==> config.mk <==
export PLATFORM = sky130hd
export DESIGN_NAME = layer_sequencer
export DESIGN_NICKNAME = d
export VERILOG_FILES = /design/src/rtl/layer_sequencer.sv
export SDC_FILE = /design/constraint.sdc
export NUM_CORES = 1
export LEC_CHECK = 0
export ABC_AREA = 1
export BUFFER_PORTS_ARGS = -buffer_cell sky130_fd_sc_hd__buf_2
export CORE_ASPECT_RATIO = 1.4
export CORE_MARGIN = 4
export CORE_UTILIZATION = 46
export DETAILED_ROUTE_END_ITERATION = 10
export PLACE_DENSITY = 0.81
export SYNTH_ARGS = -nofsm -noshare
export SYNTH_HDL_FRONTEND = slang
export SYNTH_SLANG_ARGS = --single-unit
==> constraint.sdc <==
create_clock -name Clk -period 2.21 [get_ports Clk]
set_clock_uncertainty 0.1 [all_clocks]
set_input_delay 0.663 -clock Clk [delete_from_list [all_inputs] [get_ports Clk]]
set_output_delay 0.663 -clock Clk [all_outputs]
set_load 0.05 [all_outputs]
==> src/rtl/layer_sequencer.sv <==
// Inference layer scheduler: launches each layer engine in index order and routes the active
// engine's writes onto the shared temp-RAM port. Define SEQ_WATCHDOG_EN to add the per-stage watchdog.

module layer_sequencer #(
    parameter int NUM_STAGES     = 4,
    parameter int ADDR_W         = 14,
    parameter int DATA_W         = 32,
    parameter int TIMEOUT_CYCLES = 2000000
) (
    input  logic                          Clk,
    input  logic                          Reset,
    input  logic                          run,
    input  logic [NUM_STAGES-1:0]         stage_ready,
    input  logic [NUM_STAGES*ADDR_W-1:0]  st_addr,
    input  logic [NUM_STAGES*DATA_W-1:0]  st_data,
    input  logic [NUM_STAGES-1:0]         st_wren,
    output logic [NUM_STAGES-1:0]         stage_start,
    output logic [ADDR_W-1:0]             mem_addr,
    output logic signed [DATA_W-1:0]      mem_data,
    output logic                          mem_wren,
    output logic [$clog2(NUM_STAGES)-1:0] cur_stage,
    output logic                          busy,
    output logic                          done,
    output logic                          error,
    output logic [31:0]                   run_cycles
);

    localparam int STAGE_W = $clog2(NUM_STAGES);
    localparam logic [STAGE_W-1:0] LAST_STAGE = STAGE_W'(NUM_STAGES - 1);

    typedef enum logic [2:0] {
        S_IDLE,
        S_LAUNCH,
        S_WAIT,
        S_ADVANCE,
        S_DONE,
        S_ERROR
    } state_t;

    state_t             state_reg, state_next;
    logic [STAGE_W-1:0] stage_reg, stage_next;
    logic [31:0]        cycle_cnt_reg;
    logic [31:0]        run_cycles_reg;
    logic               busy_reg;
    logic               run_accept;
    logic               route_en;
    logic               counting;
    logic               timeout_hit;

    logic [ADDR_W-1:0]  addr_slice [NUM_STAGES];
    logic [DATA_W-1:0]  data_slice [NUM_STAGES];

    assign run_accept = (state_reg == S_IDLE) && run;
    assign route_en   = (state_reg == S_LAUNCH) || (state_reg == S_WAIT);
    assign counting   = (state_reg == S_LAUNCH) || (state_reg == S_WAIT) ||
                        (state_reg == S_ADVANCE);

    // Unpack the engine buses and decode the one-hot launch strobe per engine
    generate
        for (genvar gi = 0; gi < NUM_STAGES; gi++) begin : g_stage
            assign addr_slice[gi]  = st_addr[gi*ADDR_W +: ADDR_W];
            assign data_slice[gi]  = st_data[gi*DATA_W +: DATA_W];
            assign stage_start[gi] = (state_reg == S_LAUNCH) && (stage_reg == STAGE_W'(gi));
        end
    endgenerate

`ifdef SEQ_WATCHDOG_EN
    localparam int WD_W = $clog2(TIMEOUT_CYCLES + 1);

    logic [WD_W-1:0] wd_cnt_reg;
    logic            error_reg;

    always_ff @(posedge Clk or negedge Reset) begin
        if (!Reset) begin
            wd_cnt_reg <= '0;
        end else if (state_reg == S_LAUNCH) begin
            wd_cnt_reg <= '0;
        end else if (state_reg == S_WAIT) begin
            wd_cnt_reg <= wd_cnt_reg + 1'b1;
        end
    end

    // Fires on the last permitted WAIT cycle, so ERROR follows exactly TIMEOUT_CYCLES WAIT cycles
    assign timeout_hit = (state_reg == S_WAIT) &&
                         (wd_cnt_reg == WD_W'(TIMEOUT_CYCLES - 1));

    always_ff @(posedge Clk or negedge Reset) begin
        if (!Reset) begin
            error_reg <= 1'b0;
        end else if (run_accept) begin
            error_reg <= 1'b0;
        end else if (state_next == S_ERROR) begin
            error_reg <= 1'b1;
        end
    end

    assign error = error_reg;
`else
    assign timeout_hit = 1'b0;
    assign error       = 1'b0;
`endif

    always_ff @(posedge Clk or negedge Reset) begin
        if (!Reset) begin
            state_reg <= S_IDLE;
            stage_reg <= '0;
            busy_reg  <= 1'b0;
        end else begin
            state_reg <= state_next;
            stage_reg <= stage_next;
            busy_reg  <= (state_next == S_LAUNCH) || (state_next == S_WAIT) ||
                         (state_next == S_ADVANCE) || (state_next == S_DONE);
        end
    end

    always_comb begin
        state_next = state_reg;
        stage_next = stage_reg;
        case (state_reg)
            S_IDLE: begin
                if (run) begin
                    state_next = S_LAUNCH;
                    stage_next = '0;
                end
            end
            S_LAUNCH: begin
                state_next = S_WAIT;
            end
            S_WAIT: begin
                if (stage_ready[stage_reg]) begin
                    state_next = S_ADVANCE;
                end else if (timeout_hit) begin
                    state_next = S_ERROR;
                end
            end
            S_ADVANCE: begin
                if (stage_reg == LAST_STAGE) begin
                    state_next = S_DONE;
                end else begin
                    state_next = S_LAUNCH;
                    stage_next = stage_reg + 1'b1;
                end
            end
            S_DONE:  state_next = S_IDLE;
            S_ERROR: state_next = S_IDLE;
            default: state_next = S_IDLE;
        endcase
    end

    // Saturating run-length counter; only a clean completion publishes it
    always_ff @(posedge Clk or negedge Reset) begin
        if (!Reset) begin
            cycle_cnt_reg  <= '0;
            run_cycles_reg <= '0;
        end else begin
            if (run_accept) begin
                cycle_cnt_reg <= '0;
            end else if (counting && (cycle_cnt_reg != 32'hFFFF_FFFF)) begin
                cycle_cnt_reg <= cycle_cnt_reg + 32'd1;
            end
            if (state_reg == S_DONE) begin
                run_cycles_reg <= cycle_cnt_reg;
            end
        end
    end

    always_comb begin
        mem_addr = '0;
        mem_data = '0;
        mem_wren = 1'b0;
        if (route_en) begin
            mem_addr = addr_slice[stage_reg];
            mem_data = signed'(data_slice[stage_reg]);
            mem_wren = st_wren[stage_reg];
        end
    end

    assign cur_stage  = stage_reg;
    assign busy       = busy_reg;
    assign done       = (state_reg == S_DONE);
    assign run_cycles = run_cycles_reg;

endmodule

== Word-level counts from Yosys, hierarchy flattened ==
Index checks and enable logic that the tools add are counted.

* Muxes and demuxes: 22
* Reductions and logical operators: 16
* Equality and inequality tests: 14
* Multiply operators: 0
* Order comparisons: 2
* Shifts and indexed selects: 0
* Add/subtract/negate cells: 2
* Bitwise logic cells: 1
* Div/mod/pow operators: 0

{| class="wikitable"
|+ Operators by type and width
! operator !! number
|-
| 2-to-1 mux 32 bit || 5
|-
| binary-select mux 32 bit (select 2 bit) || 1
|-
| 2-to-1 mux 14 bit || 3
|-
| adder 32 x 1 -> 32 bit, second input constant || 1
|-
| inequality test 32 bit, second input constant || 1
|-
| binary-select mux 14 bit (select 2 bit) || 1
|-
| equality test 3 x 2 -> 1 bit, second input constant || 4
|-
| one-hot mux 3 bit (4 select lines) || 1
|-
| 2-to-1 mux 3 bit || 3
|-
| equality test 3 x 1 -> 1 bit, second input constant || 2
|-
| equality test 3 bit, second input constant || 2
|-
| logical AND 1 bit || 6
|-
| logical OR 1 bit || 5
|-
| binary-select mux 1 bit (select 2 bit) || 2
|-
| equality test 2 bit, second input constant || 2
|-
| 2-to-1 mux 2 bit || 2
|-
| inequality test 2 bit, second input constant || 2
|-
| one-hot mux 2 bit (2 select lines) || 1
|-
| nonzero test 2 bit || 2
|-
| greater-or-equal comparator 3 bit, second input constant || 1
|-
| zero test 3 bit || 1
|-
| < comparator 2 x 3 -> 1 bit, second input constant || 1
|-
| 2-to-1 mux 1 bit || 3
|-
| NOT 2 -> 3 bit || 1
|-
| other kinds (4) || 4
|}

* Memories: 0
* Latch bits: 0
* Memory bits (writable): 0
* Bits in read-only memories: 0
* Word-level logic and storage cells: 62
* Output and inout port bits: 88
* Bits in registers: 70
* Input bits: 195

== Longest topological paths before layout ==
Gate-level depths: netlist (run 1).

* Depth in word-level cells: 8
* Gate-level depth with buffers: 12
* Mapped depth without buffers: 11

== Worst setup path after synthesis (run 1) ==
No wires, ideal clock.

* Path type: register -> output
* Start: register stage_reg[0], in the netlist cur_stage[0]
* End: output port stage_start[2]
* Path slack: -0.647 ns
* Arrival time: 2.094 ns
* Cell stages (with the launch flop): 7
* Data required time: 1.447 ns
* Buffers on the path: 2
* Cell sequence: dfrtp_1 -> buf_2 -> inv_2 -> clkbuf_1 -> ha_1 -> inv_1 -> nor2_1

* Longest elaborated chain between the ends: 2

{| class="wikitable"
|+ Ends and longest elaborated chain
! what !! line !! text
|-
| start: declaration || 41 || <nowiki>logic [STAGE_W-1:0] stage_reg, stage_next;</nowiki>
|-
| start signal: assignment || 110 || <nowiki>stage_reg <= stage_next;</nowiki>
|-
| equality test 2 bit || 63 || <nowiki>assign stage_start[gi] = (state_reg == S_LAUNCH) && (stage_reg == STAGE_W'(gi));</nowiki>
|-
| logical AND 1 bit || 63 ||
|-
| end: declaration || 17 || <nowiki>output logic [NUM_STAGES-1:0] stage_start,</nowiki>
|}

Every way passes these cells.

== Worst setup path after layout (run 1) ==
* Start: register stage_reg[0], in the netlist cur_stage[0]
* End: output port mem_addr[13]

* Longest elaborated chain between the ends: 5

{| class="wikitable"
|+ Ends and longest elaborated chain
! what !! line !! text
|-
| NOT 2 -> 3 bit (implied by the code) || 172 || <nowiki>mem_addr = addr_slice[stage_reg];</nowiki>
|-
| binary-select mux 14 bit (select 2 bit) || 172 ||
|-
| 2-to-1 mux 14 bit (implied by the code) (2 in a row) || 172 ||
|-
| 2-to-1 mux 14 bit || 171 || <nowiki>if (route_en) begin</nowiki>
|-
| end: declaration || 18 || <nowiki>output logic [ADDR_W-1:0] mem_addr,</nowiki>
|}

Every way passes these cells. The select of a mux whose other input is x is not followed.

==> results of run 1 <==
timing repair:
action,4_1_cts,5_1_grt
setup endpoints to repair,57,56
hold buffers,0,0
pin swaps,28,59
gates resized for setup,219,107
buffers inserted,4,5
cloned,2,7
cells by family after synthesis:
logic type | count (synthesis) | synth area share (%)
other | 1 | 0.0698
adders and majority gates | 5 | 1.16
and+or+nand+nor | 451 | 34.6
xor gates and xnor gates | 9 | 1.47
buffers and inverters | 150 | 11.1
DFF | 70 | 32.6
AOI/OAI and AO/OA | 186 | 19.0
metrics by stage:
stage               instance area (um2)  hold slack, ns  setup TNS, ns  utilization [%]
floorplan                          5680           0.267          -1.66                -
global placement                   7460           0.357          -3.06             65.5
detailed placement                 7460           0.362          -3.20             65.5
CTS                                8360           0.260         -15.60             73.4
global route                       8910           0.284         -19.22             78.2
finish                             8910           0.236         -16.61             78.2
worst max-delay path: cells and delay by family (launching register included):
kind | cells | cell delay (ns)
flops | 1 | 0.41
compound gates | 1 | 0.15
buf+inv | 5 | 0.68
simple gates | 2 | 0.31
routing by layer:
layer | routed length, um | share of wire (%)
met1 | 9060 | 38
met2 | 12100 | 50
met3 | 2270 | 9.4
met4 | 692 | 2.9
met5 | 0 | 0
cell usage after synthesis, types with 2 or more instances:
library cell  number
dfrtp_1           70
buf_1              2
o22ai_1           47
inv_2              2
buf_6              3
nand2_4            4
buf_2              5
clkbuf_1          39
nand3b_1           2
o21ai_2            6
nor3_1             3
nor2_1           160
xor2_1             8
nand2_1          225
inv_1             97
ha_1               5
nand3_1           31
o21ai_0          129
nor2_2             2
a21oi_2            2
nand4_1           19
cell type report:
class | count | area share, %
tap | 144 | 2.02
inverter | 100 | 6.32
timing repair inverter | 1 | 0.0702
antenna | 3 | 0.0843
timing repair buffer | 351 | 30.5
clock buffer | 12 | 2.77
multi-input combinational | 652 | 38.3
clock inverter | 4 | 0.253
sequential | 70 | 19.7
worst paths after layout:
path | cells after the start | endpoint | start | slack, ns
worst max-delay path | 8 | mem_addr[13] | cur_stage[0] | -0.45
worst min-delay path | 2 | run_cycles[4] | Reset | 0.24
worst max register to register | 8 | cycle_cnt_reg[4] | cycle_cnt_reg[1] | 0.17
worst min register to register | 2 | run_cycles[29] | run_cycles[29] | 0.38
max in group asynchronous | 2 | cur_stage[1] | Reset | 1.44
min in group Clk | 2 | run_cycles[29] | run_cycles[29] | 0.38
report_power, final:
part	total (mW)	switching, mW	internal (mW)
combinational	8.01	5.03	2.98
sequential	1.48	0.0951	1.38
clock	1.32	0.533	0.784
==> impl_metrics.ini, run 1 <==
[run_status]
status = finished, violations left
violations = negative setup slack

[synthesis]
netlist_area_um2 = 5370
async_reset_ff_share_pct = 100
synth_top_cell_by_area = dfrtp_1
yosys-top-cells-area = dfrtp_1 (33%), nand2_1 (16%), o21ai_0 (12%)
avgSynthCellArea_um2 = 6.16
postSynthCellCount = 872
syn-num-nets = 1072
synth.distinct_cells = 32
seq_area_frac_synth_pct = 32.6
synthFlopType = dfrtp_1
synth_seq_cells = 70
netlist.area_leader.share_pct = 32.6
yosysWarnings = 0
synth_edf_count = 0

[sta]
layout_setup_ws_ns = -0.451
slew_headroom_pct = 52.0
setup_violations = 52
min_period_over_period_pct = 120
min_period_ns = 2.66
max_freq_mhz = 376
drv_slew = 0
rsz0062_at_grt = true
hold_violations = 0
worst_pin_slew_ns = 0.719

[detailed_routing]
num_vias = 7311
wirelength_mm = 24.1
dr.pass1.iters = 8
first_iter_violations = 567
drc_errors = 0
ant_nets = 0
wl_per_cell_um = 18.0
viasPerCell = 5.47

[worst_setup_path]
crit_required_ns = 1.45
crit_chain = buf_12 -> buf_6 -> buf_12 -> nor2_1 -> o22ai_1 -> nand2_1 -> clkinvlp_4 -> buf_6
startpoint_type = register
worst_setup_path_end_kind = output port
cpMaxStageDelayCell = dfrtp_2
critPathArrivalTime_ns = 1.90
max_stage_delay_ns = 0.41
path_max_fanout = 18
timing_worst_setup_path_type = reg2out

[global_routing]
grt_start_max_net_pins = 71
met2_usage_pct = 55.6
grt_busiest_layer = met2
met1_usage_pct = 41.9
antenna_found_initial = 3
grt.total_usage_pct = 32.7
met3_usage_pct = 6.52
grt_pass1_vias = 6789
grt_pass1_wl_mm = 34.8
grt_overflow = 0

[clock_tree]
cts_tree = yes
clock_path_buffers = 2
numCtsBuffers = 9
cts-root-buf = clkbuf_16
htree_levels = 3
cts_sinks = 70
clkLatencyLatePin_ns = 0.34
path_clk_slew_ns = 0.06

[placement]
dp.cells = 1301
dp_hpwl_mm = 16.8
finalWeightedCongestion = 0.928
portBuffers = 281
pre_cts_ws_ns = -0.167

[die]
fp.coreArea_um2 = 11400
dieArea_um2 = 13500
dieHeight_um = 136
pin_count = 283
initial_core_util_pct = 47.2
core.rowCount = 46
dieWidth_um = 99.4

[power_and_ir_drop]
vdd_ir_drop_max_mv = 1.36
p_total_mw = 10.8
p_per_area_nw_per_um2 = 1210
p_leak_nw = 4.24

[flow_run]
cap_viol_max_count = 0

[final_layout]
final_common_cell = buf_2
nets = 1385
multiInputGateArea_um2 = 3410
fin_cells = 1337
area_delta_synth_final_pct = 65.8
drive_above_1_share_pct = 43.4
register_area_um2 = 1750
final_cell_mix = buf_2 (227), nand2_1 (216), nor2_1 (136), dfrtp_1 (68), o21ai_0 (64)
fillers = 820

[hold_path]
hp-class = in2async
Power figures use the tool's default switching activity.
==> run 2: changes to the inputs <==
Settings changed: PLACE_DENSITY 0.81 to 0.79.
==> run 2 against run 1 <==
Net effect:
- the run still ends with negative setup slack left
- clock power increased by 5%
- flip-flop and latch count is the same
- count of clock-buffer cells in the layout shrank 1
- maximum frequency grew 2.9%
- critical path type unchanged
==> impl_metrics.ini, run 2 (same netlist as run 1, synthesis figures left out) <==
[final_layout]
register_area_um2 = 1760
final_area_um2 = 8690
final_cell_mix = buf_2 (229), nand2_1 (218), nor2_1 (149), o21ai_0 (67), dfrtp_1 (67)
area_delta_synth_final_pct = 61.8
fillers = 928
fin_util_pct = 76.3
multiInputGateArea_um2 = 3260
nets = 1376
drive_above_1_share_pct = 41.2
final_common_cell = buf_2

[run_status]
violations = negative setup slack
status = finished, violations left

[global_routing]
grt_pass1_vias = 6828
antenna_found_initial = 1
grt_start_max_net_pins = 59
grt.total_usage_pct = 33.8
grt_overflow = 0
grt_pass1_wl_mm = 35.6

[detailed_routing]
num_vias = 7160
wirelength_mm = 23.6
first_iter_violations = 438
wl_per_cell_um = 17.8
drc_errors = 0
dr.pass1.iters = 7
viasPerCell = 5.40
ant_nets = 0

[power_and_ir_drop]
p_per_area_nw_per_um2 = 1240
vdd_ir_drop_max_mv = 1.32
p_leak_nw = 4.21

[clock_tree]
cts_sinks = 70
cts-root-buf = clkbuf_16
htree_levels = 3
cts_tree = yes
clkLatencyLatePin_ns = 0.34
numCtsBuffers = 9
path_clk_slew_ns = 0.06
clock_path_buffers = 2

[sta]
setup_tns_ns = -14.37
drv_slew = 0
rsz0062_at_grt = true
layout_setup_ws_ns = -0.377
min_period_over_period_pct = 117
slew_headroom_pct = 54.3
setup_violations = 51
whs_ns = 0.0584
hold_violations = 0
worst_pin_slew_ns = 0.685
max_freq_mhz = 387
min_period_ns = 2.59

[die]
dieArea_um2 = 13500
core.rowCount = 46
pin_count = 283
initial_core_util_pct = 47.2
dieHeight_um = 136
fp.coreArea_um2 = 11400
dieWidth_um = 99.4

[placement]
pre_cts_ws_ns = -0.171
portBuffers = 281
finalWeightedCongestion = 0.996
dp_hpwl_mm = 16.9
post_dp_cell_area_um2 = 7500

[flow_run]
cap_viol_max_count = 0

[worst_setup_path]
crit_required_ns = 1.45
worst_setup_path_end_kind = output port
path_max_fanout = 18
critPathArrivalTime_ns = 1.82
r2r_start = state_reg[0]
timing_worst_setup_path_type = reg2out
startpoint = cur_stage[0]
startpoint_type = register

[hold_path]
hp-class = in2async
run 2: cell count changes in the layout (fill, tap and decap cells not counted), sizes merged:
cell      before  now
clkbuf        17   13
inv           53   52
clkinvlp      48   49
buf          346  341
diode          3    2
run 2: path summary, 6_finish.rpt:
kind                       slack [ns]           endpoint  depth (start not counted)
min in group Clk                 0.37      run_cycles[5]                          2
min reg2reg                      0.37      run_cycles[5]                          2
min                              0.06      run_cycles[2]                          1
max                             -0.38       mem_data[12]                          8
max reg2reg                      0.17  cycle_cnt_reg[14]                          8
max in group asynchronous        1.48     run_cycles[22]                          2
run 2: through the flow:
stage,total power [mW],instances
after floorplan,5.95,872
after global placement,7.58,1298
after detailed placement,7.62,1298
after CTS,10.2,1324
after global routing,11.3,1326
final,10.8,1327
run 2: report_power, final:
group          switching [mW]  internal, mW  total (mW)
combinational            4.99          2.95        7.94
sequential              0.110          1.38        1.49
clock                   0.563         0.818        1.38
total                    5.66          5.15        10.8
run 2: critical path: stages, from the launching register on:
cell and delay [ns]:
dfrtp_2 0.45, inv_6 0.12, buf_12 0.16, o21ai_0 0.09, o22ai_1 0.16, buf_4 0.16
nand2_1 0.08, clkinvlp_4 0.08, buf_6 0.15
run 2: layer usage:
layer,up-vias,GRT usage (%),wire length [um]
met3,48,8.16,2140
met5,-,0,0
met1,3334,41.9,9040
li1,3423,-,-
met2,355,57.7,11800
met4,0,10.5,673
run 2: cell type report:
type	count	area share [%]
Sequential cell	70	20.2
Antenna cell	2	0.0576
Clock inverter	5	0.389
Multi-Input combinational cell	652	37.6
Clock buffer	11	2.91
Tap cell	144	2.07
Timing Repair Buffer	343	30.4
Inverter	100	6.45
run 2: repair_timing:
item	4_1_cts	5_1_grt
setup buffers	5	1
pin swaps	11	18
hold buffers	0	0
endpoints found under the setup margin	56	52
gates cloned	5	2
gates resized for setup	173	96
